$ cat src/rtl/md_unit_pkg.sv
// Shared control encodings (ALU and multiply/divide op codes) plus md_unit decode helpers.
`ifndef CTRL_ENC_DEFS
`define CTRL_ENC_DEFS
`define ALUOp_ADD   4'd0
`define ALUOp_SUB   4'd1
`define ALUOp_AND   4'd2
`define ALUOp_OR    4'd3
`define ALUOp_XOR   4'd4
`define ALUOp_NOR   4'd5
`define ALUOp_SLT   4'd6
`define ALUOp_SLTU  4'd7
`define MDOp_MULT   3'd0
`define MDOp_MULTU  3'd1
`define MDOp_DIV    3'd2
`define MDOp_DIVU   3'd3
`define MDOp_MTHI   3'd4
`define MDOp_MTLO   3'd5
`define MDOp_NOP6   3'd6
`define MDOp_NOP7   3'd7
`endif

package md_unit_pkg;
  localparam int MD_WIDTH = 32;

  function automatic logic is_long_op(input logic [2:0] op);
    return (op == `MDOp_MULT) || (op == `MDOp_MULTU) || (op == `MDOp_DIV) || (op == `MDOp_DIVU);
  endfunction

  function automatic logic is_signed_op(input logic [2:0] op);
    return (op == `MDOp_MULT) || (op == `MDOp_DIV);
  endfunction

  function automatic logic is_div_op(input logic [2:0] op);
    return (op == `MDOp_DIV) || (op == `MDOp_DIVU);
  endfunction
endpackage

$ cat src/rtl/md_unit_if.sv
// Request/result bundle between the EX stage and md_unit.
interface md_unit_if
  import md_unit_pkg::*;
#(
  parameter int WIDTH = MD_WIDTH
);
  logic             start;
  logic [2:0]       md_op;
  logic [WIDTH-1:0] A;
  logic [WIDTH-1:0] B;
  logic             cancel;
  logic             busy;
  logic             done;
  logic [WIDTH-1:0] hi;
  logic [WIDTH-1:0] lo;

  modport master (output start, md_op, A, B, cancel, input busy, done, hi, lo);
  modport slave  (input start, md_op, A, B, cancel, output busy, done, hi, lo);
endinterface

$ cat src/rtl/md_unit.sv
// Iterative multiply/divide with HI/LO: WIDTH iterations plus one sign-fix cycle, busy for WIDTH+1 cycles.
// One 2*WIDTH shift register and one WIDTH+1 adder serve both shift-add multiply and restoring divide.
module md_unit
  import md_unit_pkg::*;
#(
  parameter int WIDTH = MD_WIDTH
) (
  input  logic     clk,
  input  logic     rstn,
  md_unit_if.slave md
);
  localparam int CW = $clog2(WIDTH);

  typedef enum logic [1:0] {IDLE = 2'd0, RUN = 2'd1, FIX = 2'd2} state_e;

  state_e             state_q, state_d;
  logic [CW-1:0]      cnt_q, cnt_d;
  logic [2*WIDTH-1:0] acc_q, acc_d;
  logic [WIDTH-1:0]   opnd_q, opnd_d;   // multiplicand or divisor magnitude
  logic [WIDTH-1:0]   dvnd_q, dvnd_d;   // raw dividend, returned in hi on divide-by-zero
  logic               is_div_q, is_div_d;
  logic               neg_lo_q, neg_lo_d;
  logic               neg_hi_q, neg_hi_d;
  logic               dz_q, dz_d;
  logic [WIDTH-1:0]   hi_q, hi_d, lo_q, lo_d;
  logic               done_q, done_d;

  logic               sgn_op, a_neg, b_neg;
  logic [WIDTH-1:0]   a_mag, b_mag;
  logic [WIDTH:0]     add_a, add_b;
  logic [WIDTH+1:0]   add_s;
  logic               div_ge;
  logic [2*WIDTH-1:0] prod_fix;
  logic [WIDTH-1:0]   quo_fix, rem_fix;

  always_comb begin
    sgn_op = is_signed_op(md.md_op);
    a_neg  = sgn_op & md.A[WIDTH-1];
    b_neg  = sgn_op & md.B[WIDTH-1];
    a_mag  = a_neg ? -md.A : md.A;
    b_mag  = b_neg ? -md.B : md.B;

    // Divide subtracts via inverted operand + carry-in; the carry out is "remainder >= divisor".
    if (is_div_q) begin
      add_a = acc_q[2*WIDTH-1:WIDTH-1];
      add_b = ~{1'b0, opnd_q};
    end else begin
      add_a = {1'b0, acc_q[2*WIDTH-1:WIDTH]};
      add_b = acc_q[0] ? {1'b0, opnd_q} : '0;
    end
    add_s  = {1'b0, add_a} + {1'b0, add_b} + {{(WIDTH+1){1'b0}}, is_div_q};
    div_ge = add_s[WIDTH+1];

    prod_fix = neg_lo_q ? -acc_q : acc_q;
    quo_fix  = neg_lo_q ? -acc_q[WIDTH-1:0] : acc_q[WIDTH-1:0];
    rem_fix  = neg_hi_q ? -acc_q[2*WIDTH-1:WIDTH] : acc_q[2*WIDTH-1:WIDTH];
  end

  always_comb begin
    state_d  = state_q;
    cnt_d    = cnt_q;
    acc_d    = acc_q;
    opnd_d   = opnd_q;
    dvnd_d   = dvnd_q;
    is_div_d = is_div_q;
    neg_lo_d = neg_lo_q;
    neg_hi_d = neg_hi_q;
    dz_d     = dz_q;
    hi_d     = hi_q;
    lo_d     = lo_q;
    done_d   = 1'b0;

    case (state_q)
      IDLE: begin
        if (md.start && !md.cancel) begin
          if (is_long_op(md.md_op)) begin
            is_div_d = is_div_op(md.md_op);
            neg_lo_d = a_neg ^ b_neg;
            neg_hi_d = is_div_op(md.md_op) & a_neg;
            dz_d     = is_div_op(md.md_op) & (md.B == '0);
            dvnd_d   = md.A;
            if (is_div_op(md.md_op)) begin
              acc_d  = {{WIDTH{1'b0}}, a_mag};
              opnd_d = b_mag;
            end else begin
              acc_d  = {{WIDTH{1'b0}}, b_mag};
              opnd_d = a_mag;
            end
            cnt_d   = '0;
            state_d = RUN;
          end else if (md.md_op == `MDOp_MTHI) begin
            hi_d = md.A;
          end else if (md.md_op == `MDOp_MTLO) begin
            lo_d = md.A;
          end
        end
      end
      RUN: begin
        if (md.cancel) begin
          state_d = IDLE;
        end else begin
          if (is_div_q) begin
            acc_d = div_ge ? {add_s[WIDTH-1:0], acc_q[WIDTH-2:0], 1'b1}
                           : {acc_q[2*WIDTH-2:0], 1'b0};
          end else begin
            acc_d = {add_s[WIDTH:0], acc_q[WIDTH-1:1]};
          end
          if (cnt_q == CW'(WIDTH-1)) state_d = FIX;
          else                       cnt_d   = cnt_q + 1'b1;
        end
      end
      FIX: begin
        state_d = IDLE;
        if (!md.cancel) begin
          done_d = 1'b1;
          if (!is_div_q) begin
            {hi_d, lo_d} = prod_fix;
          end else if (dz_q) begin
            hi_d = dvnd_q;
            lo_d = '1;
          end else begin
            hi_d = rem_fix;
            lo_d = quo_fix;
          end
        end
      end
      default: state_d = IDLE;
    endcase
  end

  always_ff @(posedge clk or negedge rstn) begin
    if (!rstn) begin
      state_q  <= IDLE;
      cnt_q    <= '0;
      acc_q    <= '0;
      opnd_q   <= '0;
      dvnd_q   <= '0;
      is_div_q <= 1'b0;
      neg_lo_q <= 1'b0;
      neg_hi_q <= 1'b0;
      dz_q     <= 1'b0;
      hi_q     <= '0;
      lo_q     <= '0;
      done_q   <= 1'b0;
    end else begin
      state_q  <= state_d;
      cnt_q    <= cnt_d;
      acc_q    <= acc_d;
      opnd_q   <= opnd_d;
      dvnd_q   <= dvnd_d;
      is_div_q <= is_div_d;
      neg_lo_q <= neg_lo_d;
      neg_hi_q <= neg_hi_d;
      dz_q     <= dz_d;
      hi_q     <= hi_d;
      lo_q     <= lo_d;
      done_q   <= done_d;
    end
  end

  assign md.busy = (state_q != IDLE);
  assign md.done = done_q;
  assign md.hi   = hi_q;
  assign md.lo   = lo_q;
endmodule
$ cat src/flat_wrapper.sv
// flat-port wrapper written by rule: the top's interface ports become plain ports
module md_unit_flat import md_unit_pkg::*;
#(
  parameter int WIDTH = MD_WIDTH
)
  (clk, rstn, md_start, md_md_op, md_A, md_B, md_cancel, md_busy, md_done, md_hi, md_lo);
  md_unit_if #(.WIDTH(WIDTH)) md_i ();
  input  logic clk;
  input  logic rstn;
  input wire logic [$bits(md_i.start)-1:0] md_start;
  input wire logic [$bits(md_i.md_op)-1:0] md_md_op;
  input wire logic [$bits(md_i.A)-1:0] md_A;
  input wire logic [$bits(md_i.B)-1:0] md_B;
  input wire logic [$bits(md_i.cancel)-1:0] md_cancel;
  output wire logic [$bits(md_i.busy)-1:0] md_busy;
  output wire logic [$bits(md_i.done)-1:0] md_done;
  output wire logic [$bits(md_i.hi)-1:0] md_hi;
  output wire logic [$bits(md_i.lo)-1:0] md_lo;
  assign md_i.start = md_start;
  assign md_i.md_op = md_md_op;
  assign md_i.A = md_A;
  assign md_i.B = md_B;
  assign md_i.cancel = md_cancel;
  assign md_busy = md_i.busy;
  assign md_done = md_i.done;
  assign md_hi = md_i.hi;
  assign md_lo = md_i.lo;
  md_unit #(.WIDTH(WIDTH)) u_core (.clk(clk), .rstn(rstn), .md(md_i));
endmodule
$ cat config.mk
export PLATFORM = sky130hd
export DESIGN_NAME = md_unit_flat
export DESIGN_NICKNAME = d
export VERILOG_FILES = /design/src/rtl/md_unit_pkg.sv /design/src/rtl/md_unit_if.sv /design/src/rtl/md_unit.sv /design/src/flat_wrapper.sv
export SDC_FILE = /design/constraint.sdc
export NUM_CORES = 1
export LEC_CHECK = 0
export ABC_CLOCK_PERIOD_IN_PS = 8800
export BUFFER_PORTS_ARGS = -buffer_cell sky130_fd_sc_hd__buf_2
export CAP_MARGIN = 15
export CORE_ASPECT_RATIO = 1.4
export CORE_MARGIN = 2
export CORE_UTILIZATION = 60
export CTS_CLUSTER_DIAMETER = 200
export DETAILED_ROUTE_END_ITERATION = 6
export GPL_TIMING_DRIVEN = 0
export PLACE_DENSITY = 0.8
export SLEW_MARGIN = 20
export SYNTH_ARGS = -nofsm -noshare
export SYNTH_HDL_FRONTEND = slang
export SYNTH_SLANG_ARGS = --single-unit
$ cat constraint.sdc
create_clock -name clk -period 8.8 [get_ports clk]
set_clock_uncertainty 0.15 [all_clocks]
set_input_delay 0.44 -clock clk [delete_from_list [all_inputs] [get_ports clk]]
set_output_delay 0.44 -clock clk [all_outputs]
set_load 0.03 [all_outputs]
## Word-level counts from Yosys, hierarchy flattened

Index checks and enable logic that the tools add are counted.

| word-level totals | value |
|---|---|
| output and inout port bits | 66 |
| bits of input ports | 71 |
| word-level logic and storage cells | 106 |
| bits in registers | 204 |

| cells by class | value |
|---|---|
| add/sub/neg operators | 8 |
| reduce and logical (&&, ||, !) cells | 19 |
| eq/ne operators | 18 |
| mux-type cells | 43 |
| bitwise operators | 6 |

Operator list:

| kind | count |
|---|---|
| $mux 32 | 20 |
| $mux 64 | 6 |
| $neg 32->32 | 4 |
| $pmux 32 s2 | 2 |
| $pmux 64 s2 | 1 |
| $mux 33 | 2 |
| $neg 64->64 | 1 |
| $add 33x33->34 | 1 |
| $add 34x1->34 | 1 |
| $not 32->33 | 1 |
| $logic_not 32->1 | 1 |
| $mux 5 | 4 |
| $ne 2x2->1 const B | 5 |
| $pmux 5 s2 | 1 |
| $reduce_and 5->1 | 2 |
| $mux 2 | 4 |
| $ne 2x1->1 const B | 4 |
| $eq 3x2->1 const B | 2 |
| $eq 3x3->1 const B | 2 |
| $reduce_and 3->1 | 2 |
| $reduce_and 6->1 | 1 |
| $reduce_bool 2->1 | 3 |
| $add 5x1->5 const B | 1 |
| $eq 5x5->1 const B | 1 |
| 14 further kinds | 22 |

## Logic depth before layout (Yosys ltp)

| depth | value |
|---|---|
| depth after elaboration | 8 |
| gate-level depth with buffers | 19 |
| depth with buffers taken out | 15 |

## Worst setup path before layout

No wires, ideal clock.

| path | value |
|---|---|
| path kind | flip-flop to flip-flop |
| from | register u_core.is_div_q |
| to | register u_core.acc_q[63] |
| arrival time | 4.219 ns |
| clock period less this slack | 4.479 ns |
| data required time | 8.540 ns |
| buffers on the path | 5 |
| setup slack | 4.321 ns |
| stages on the path, launching flop included | 17 |
| setup time | 0.110 ns |
| cells stage by stage | dfrtp_1 -> clkbuf_1 -> clkbuf_1 -> clkbuf_1 -> clkbuf_1 -> mux2_2 -> ha_1 -> clkbuf_1 -> a21o_1 -> a221o_1 -> a221o_1 -> a21o_1 -> a31o_2 -> a31oi_1 -> xnor2_1 -> a211oi_1 -> o41ai_1 |

| on the way | value |
|---|---|
| word-level cells in the longest chain between the ends | 7 |
| elaborated cells between the ends (all ways) | 8 |
| classes of those cells | add/sub (2); mux (6) |

RTL lines:

| what | line | source |
|---|---|---|
| start: declaration | md_unit.sv:21 | `logic is_div_q, is_div_d;` |
| start signal: assignment | md_unit.sv:151 | `is_div_q <= is_div_d;` |
| $mux 33 | md_unit.sv:44 | `if (is_div_q) begin` |
| $add 33x33->34 | md_unit.sv:51 | `add_s = {1'b0, add_a} + {1'b0, add_b} + {{(WIDTH+1){1'b0}}, is_div_q};` |
| $add 34x1->34 | md_unit.sv:51 |  |
| $mux 64 | md_unit.sv:103 | `acc_d = div_ge ? {add_s[WIDTH-1:0], acc_q[WIDTH-2:0], 1'b1}` |
| $mux 64 * | md_unit.sv:102 | `if (is_div_q) begin` |
| $mux 64 * | md_unit.sv:99 | `if (md.cancel) begin` |
| $pmux 64 s2 * | md_unit.sv:73 | `case (state_q)` |
| end signal: assignment | md_unit.sv:135 | `acc_q <= '0;` |
| end signal: assignment | md_unit.sv:148 | `acc_q <= acc_d;` |
| end: declaration | md_unit.sv:18 | `logic [2*WIDTH-1:0] acc_q, acc_d;` |

Mark *: on every way between the ends. The rest lies on a longest branch, timed or not. The select of a mux whose other input is x is not followed.
A chain may end at the register's enable or synchronous reset.

## Worst setup path after layout

| path | value |
|---|---|
| from | register u_core.is_div_q |
| to | register u_core.acc_q[57] |

The elaborated chain is that of the path after synthesis.

==> flow_summary.ini <==
[timing]
worstMarginPinSlew_ns = 1.19
slew_headroom_pct = 20.9
fmax_ghz = 0.158
timing.final.ws_setup_ns = 2.47
slew_viol_final = 0
hold_viol = 0
finalSetupViolations = 0
fin_tns_setup_ns = 0
period_share_pct = 71.9
final.min_clock_period_ns = 6.33
rsz0062_at_grt = no

[drt]
drt_iter0_drc = 2276
wire_per_inst_microns = 26.1
viasPerCell = 6.79
vias = 17500
antenna_left = 0
drc = 0
dr.pass1.iters = 6
totalWireLength_microns = 67500

[global_route]
grt_use_total_pct = 47.5
grt_max_degree = 100
antenna_found_initial = 1
grt_overflow = 0
grt_pass1_vias = 16800
grt_pass1_wl_microns = 100000

[worst_setup_path]
slowest_delay_ns = 0.66
critPathSlowestCell = o21ai_0
worstPathCellList = clkbuf_1, clkbuf_1, clkbuf_1, clkbuf_1, o21ai_0, inv_1, fa_1, inv_1, fa_1, a21o_1, a311oi_1, nand3b_1, nand3_1, o21ai_0, o311ai_0, xor2_1, a22oi_1, o21ai_0
crit_type = reg2reg
cp_top_family = buffers and inverters
cp_max_fo = 10
worstSetupStartpoint = u_core.is_div_q
cp.arrival_ns = 6.59
worst_path_most_repeated_cell = clkbuf_1
r2r-start = u_core.is_div_q
cp.buffers_inverters = 6
cp-end-kind = register
worstPathRequired_ns = 9.06
cp-start-kind = register

[final_layout]
areaGrowthSynthToFinish_pct = 11.9
nNetsFinal = 2353
drive_gt1_share_pct = 11.0
final_common_cell = nand2_1
final_cell_mix = nand2_1 (367), o21ai_0 (271), dfrtp_1 (204), clkbuf_1 (148)

[clocking]
post_cts_resized = 0
clk_latency_ns = 0.56
cts_sinks = 204
cts_tree = built
clock_path_buffers = 3
root_buffer = clkbuf_16
htreeDepth = 1
clk_pin_slew_ns = 0.07
cts_buffers = 24

[die]
num_io_pins = 137
num_rows = 70
core_sq_mm = 0.0263
dieHeight_microns = 198
fp.dieW_microns = 142
start_util_pct = 61.2
dieArea_sq_mm = 0.0281

[logic_synthesis]
syn_area_per_cell_sq_um = 7.72
yosysTopAreaCell = dfrtp_1
ys_seq_area_share_pct = 31.8
syn_nets = 2194
synth_area_leaders = dfrtp_1 (32%), nand2_1 (8.6%), o21ai_0 (8.4%)
synth_edf_count = 0
synth-main-ff-cell = dfrtp_1
synth_seq_cells = 204
yosysUniqueCellTypes = 80
synth_top_area_share_pct = 31.8
ys_warn_count = 0
netlist_area_sq_mm = 0.0161
syn_inst = 2083
async_flop_share_pct = 100

[power]
p_leak_uw = 0.00785
power_density_mw_per_mm2 = 235
ir_drop_uv = 170

[place]
gp_congestion = 1.03
portBuffers = 130
place_ws_ns = 2.83
hpwl_microns = 51500

[outcome]
status = completed

[run]
drv_cap = 0

[min_path]
hold_path_class = in2reg
min_from = md_A[28]
==> registers in the layout, summed over array words and instances, names as in the netlist <==
name / count
u_core.cnt_q: 5
u_core.neg_lo_q: 1
u_core.md.lo: 32
u_core.is_div_q: 1
u_core.md.done: 1
u_core.md.hi: 32
u_core.opnd_q: 32
u_core.neg_hi_q: 1
u_core.acc_q: 64
u_core.state_q: 2
u_core.dz_q: 1
u_core.dvnd_q: 32
==> worst reg2reg max path: cells and delay by family (launching register included) <==
kind	cells	cell delay (ns)
adder cells (fa/ha/maj)	2	0.58
flip-flops	1	0.32
AND/OR/NAND/NOR	2	0.39
AO/OA/AOI/OAI	7	2.26
buffers and inverters	6	2.28
XOR/XNOR	1	0.21
==> where the power goes <==
| part | total (uW) | switching, uW | internal, uW |
|---|---|---|---|
| combinational | 1910 | 1290 | 619 |
| sequential | 1320 | 178 | 1140 |
| clock | 1010 | 433 | 572 |
| total | 4230 | 1900 | 2330 |
==> layout make-up <==
type                       instances  area [sq um]
multi-input combinational       1683         10200
timing repair buffer             133           726
sequential                       204          5100
antenna                            1          2.50
fill                            2229          8290
tap                              324           405
inverter                          25          93.8
buffer                           171           671
clock inverter                    10          95.1
clock buffer                      32           681
==> cells by family after synthesis <==
family                     count (synthesis)  synth area share [%]
and+or+nand+nor                          726                  20.5
AOI/OAI and AO/OA                        635                  23.3
buffers and inverters                    196                  4.76
xor gates and xnor gates                 177                  9.65
DFF                                      204                  31.8
muxes                                    105                  6.83
adders and majority gates                 40                  3.21
==> synthesized netlist by cell type (6+ instances only) <==
| master | n |
|---|---|
| or3_1 | 33 |
| ha_1 | 38 |
| or2_2 | 8 |
| xor2_1 | 91 |
| nand3b_1 | 7 |
| xnor2_1 | 86 |
| nand3_1 | 41 |
| o211ai_1 | 19 |
| o41ai_1 | 6 |
| or4_1 | 10 |
| o22ai_1 | 37 |
| nor2_1 | 132 |
| o21a_1 | 9 |
| clkbuf_1 | 145 |
| a221o_1 | 7 |
| a211oi_1 | 16 |
| nor3_1 | 50 |
| a21oi_1 | 140 |
| dfrtp_1 | 204 |
| o31ai_1 | 15 |
| nand2_1 | 367 |
| a21o_1 | 19 |
| nor4_1 | 12 |
| buf_2 | 11 |
| a22oi_1 | 26 |
| nand4_1 | 8 |
| and3_1 | 9 |
| buf_1 | 12 |
| o21ai_0 | 271 |
| mux2_2 | 36 |
| a31oi_1 | 11 |
| nor2b_1 | 11 |
| mux2i_1 | 68 |
| nand2b_1 | 12 |
| o21ai_1 | 14 |
| inv_1 | 23 |
==> final timing paths <==
path / to / slack, ns / cells after the start
setup / recovery: u_core.acc_q[57] / 2.47 / 18
hold / removal: u_core.dvnd_q[28] / 0.04 / 3
setup reg to reg: u_core.acc_q[57] / 2.47 / 18
hold reg to reg: u_core.md.hi[11] / 0.32 / 2
max in group asynchronous: u_core.md.lo[5] / 7.62 / 3
min in group asynchronous: u_core.acc_q[49] / 0.16 / 2
==> timing repair <==
item / 4_1_cts / 5_1_grt
hold buffers: 1 / 0
setup buffers: 0 / 0
hold endpoints to repair: 204 / 0
==> metrics by stage <==
step           instances  utilization, %  hold WS (ns)  total power, uW  area, sq um
3_3_place_gp        2537            65.2         0.306             3110        17100
6_report            2583            68.5        0.0448             4230        18000
4_1_cts             2582            68.4        0.0335             4150        18000
3_5_place_dp        2539            65.4        0.0993             3150        17200
2_1_floorplan       2083               -      -0.00559             2530        16100
5_1_grt             2582            68.5        0.0623             4400        18000
==> per-layer routing <==
layer / track usage [%] / vias up / share of wire (%)
met5: 0 / - / 0.012
met4: 34.8 / 2 / 8.9
li1: - / 7697 / -
met2: 73.6 / 1348 / 44
met1: 58.1 / 8164 / 36
met3: 10.0 / 315 / 12
(Power assumes the default switching activity.)
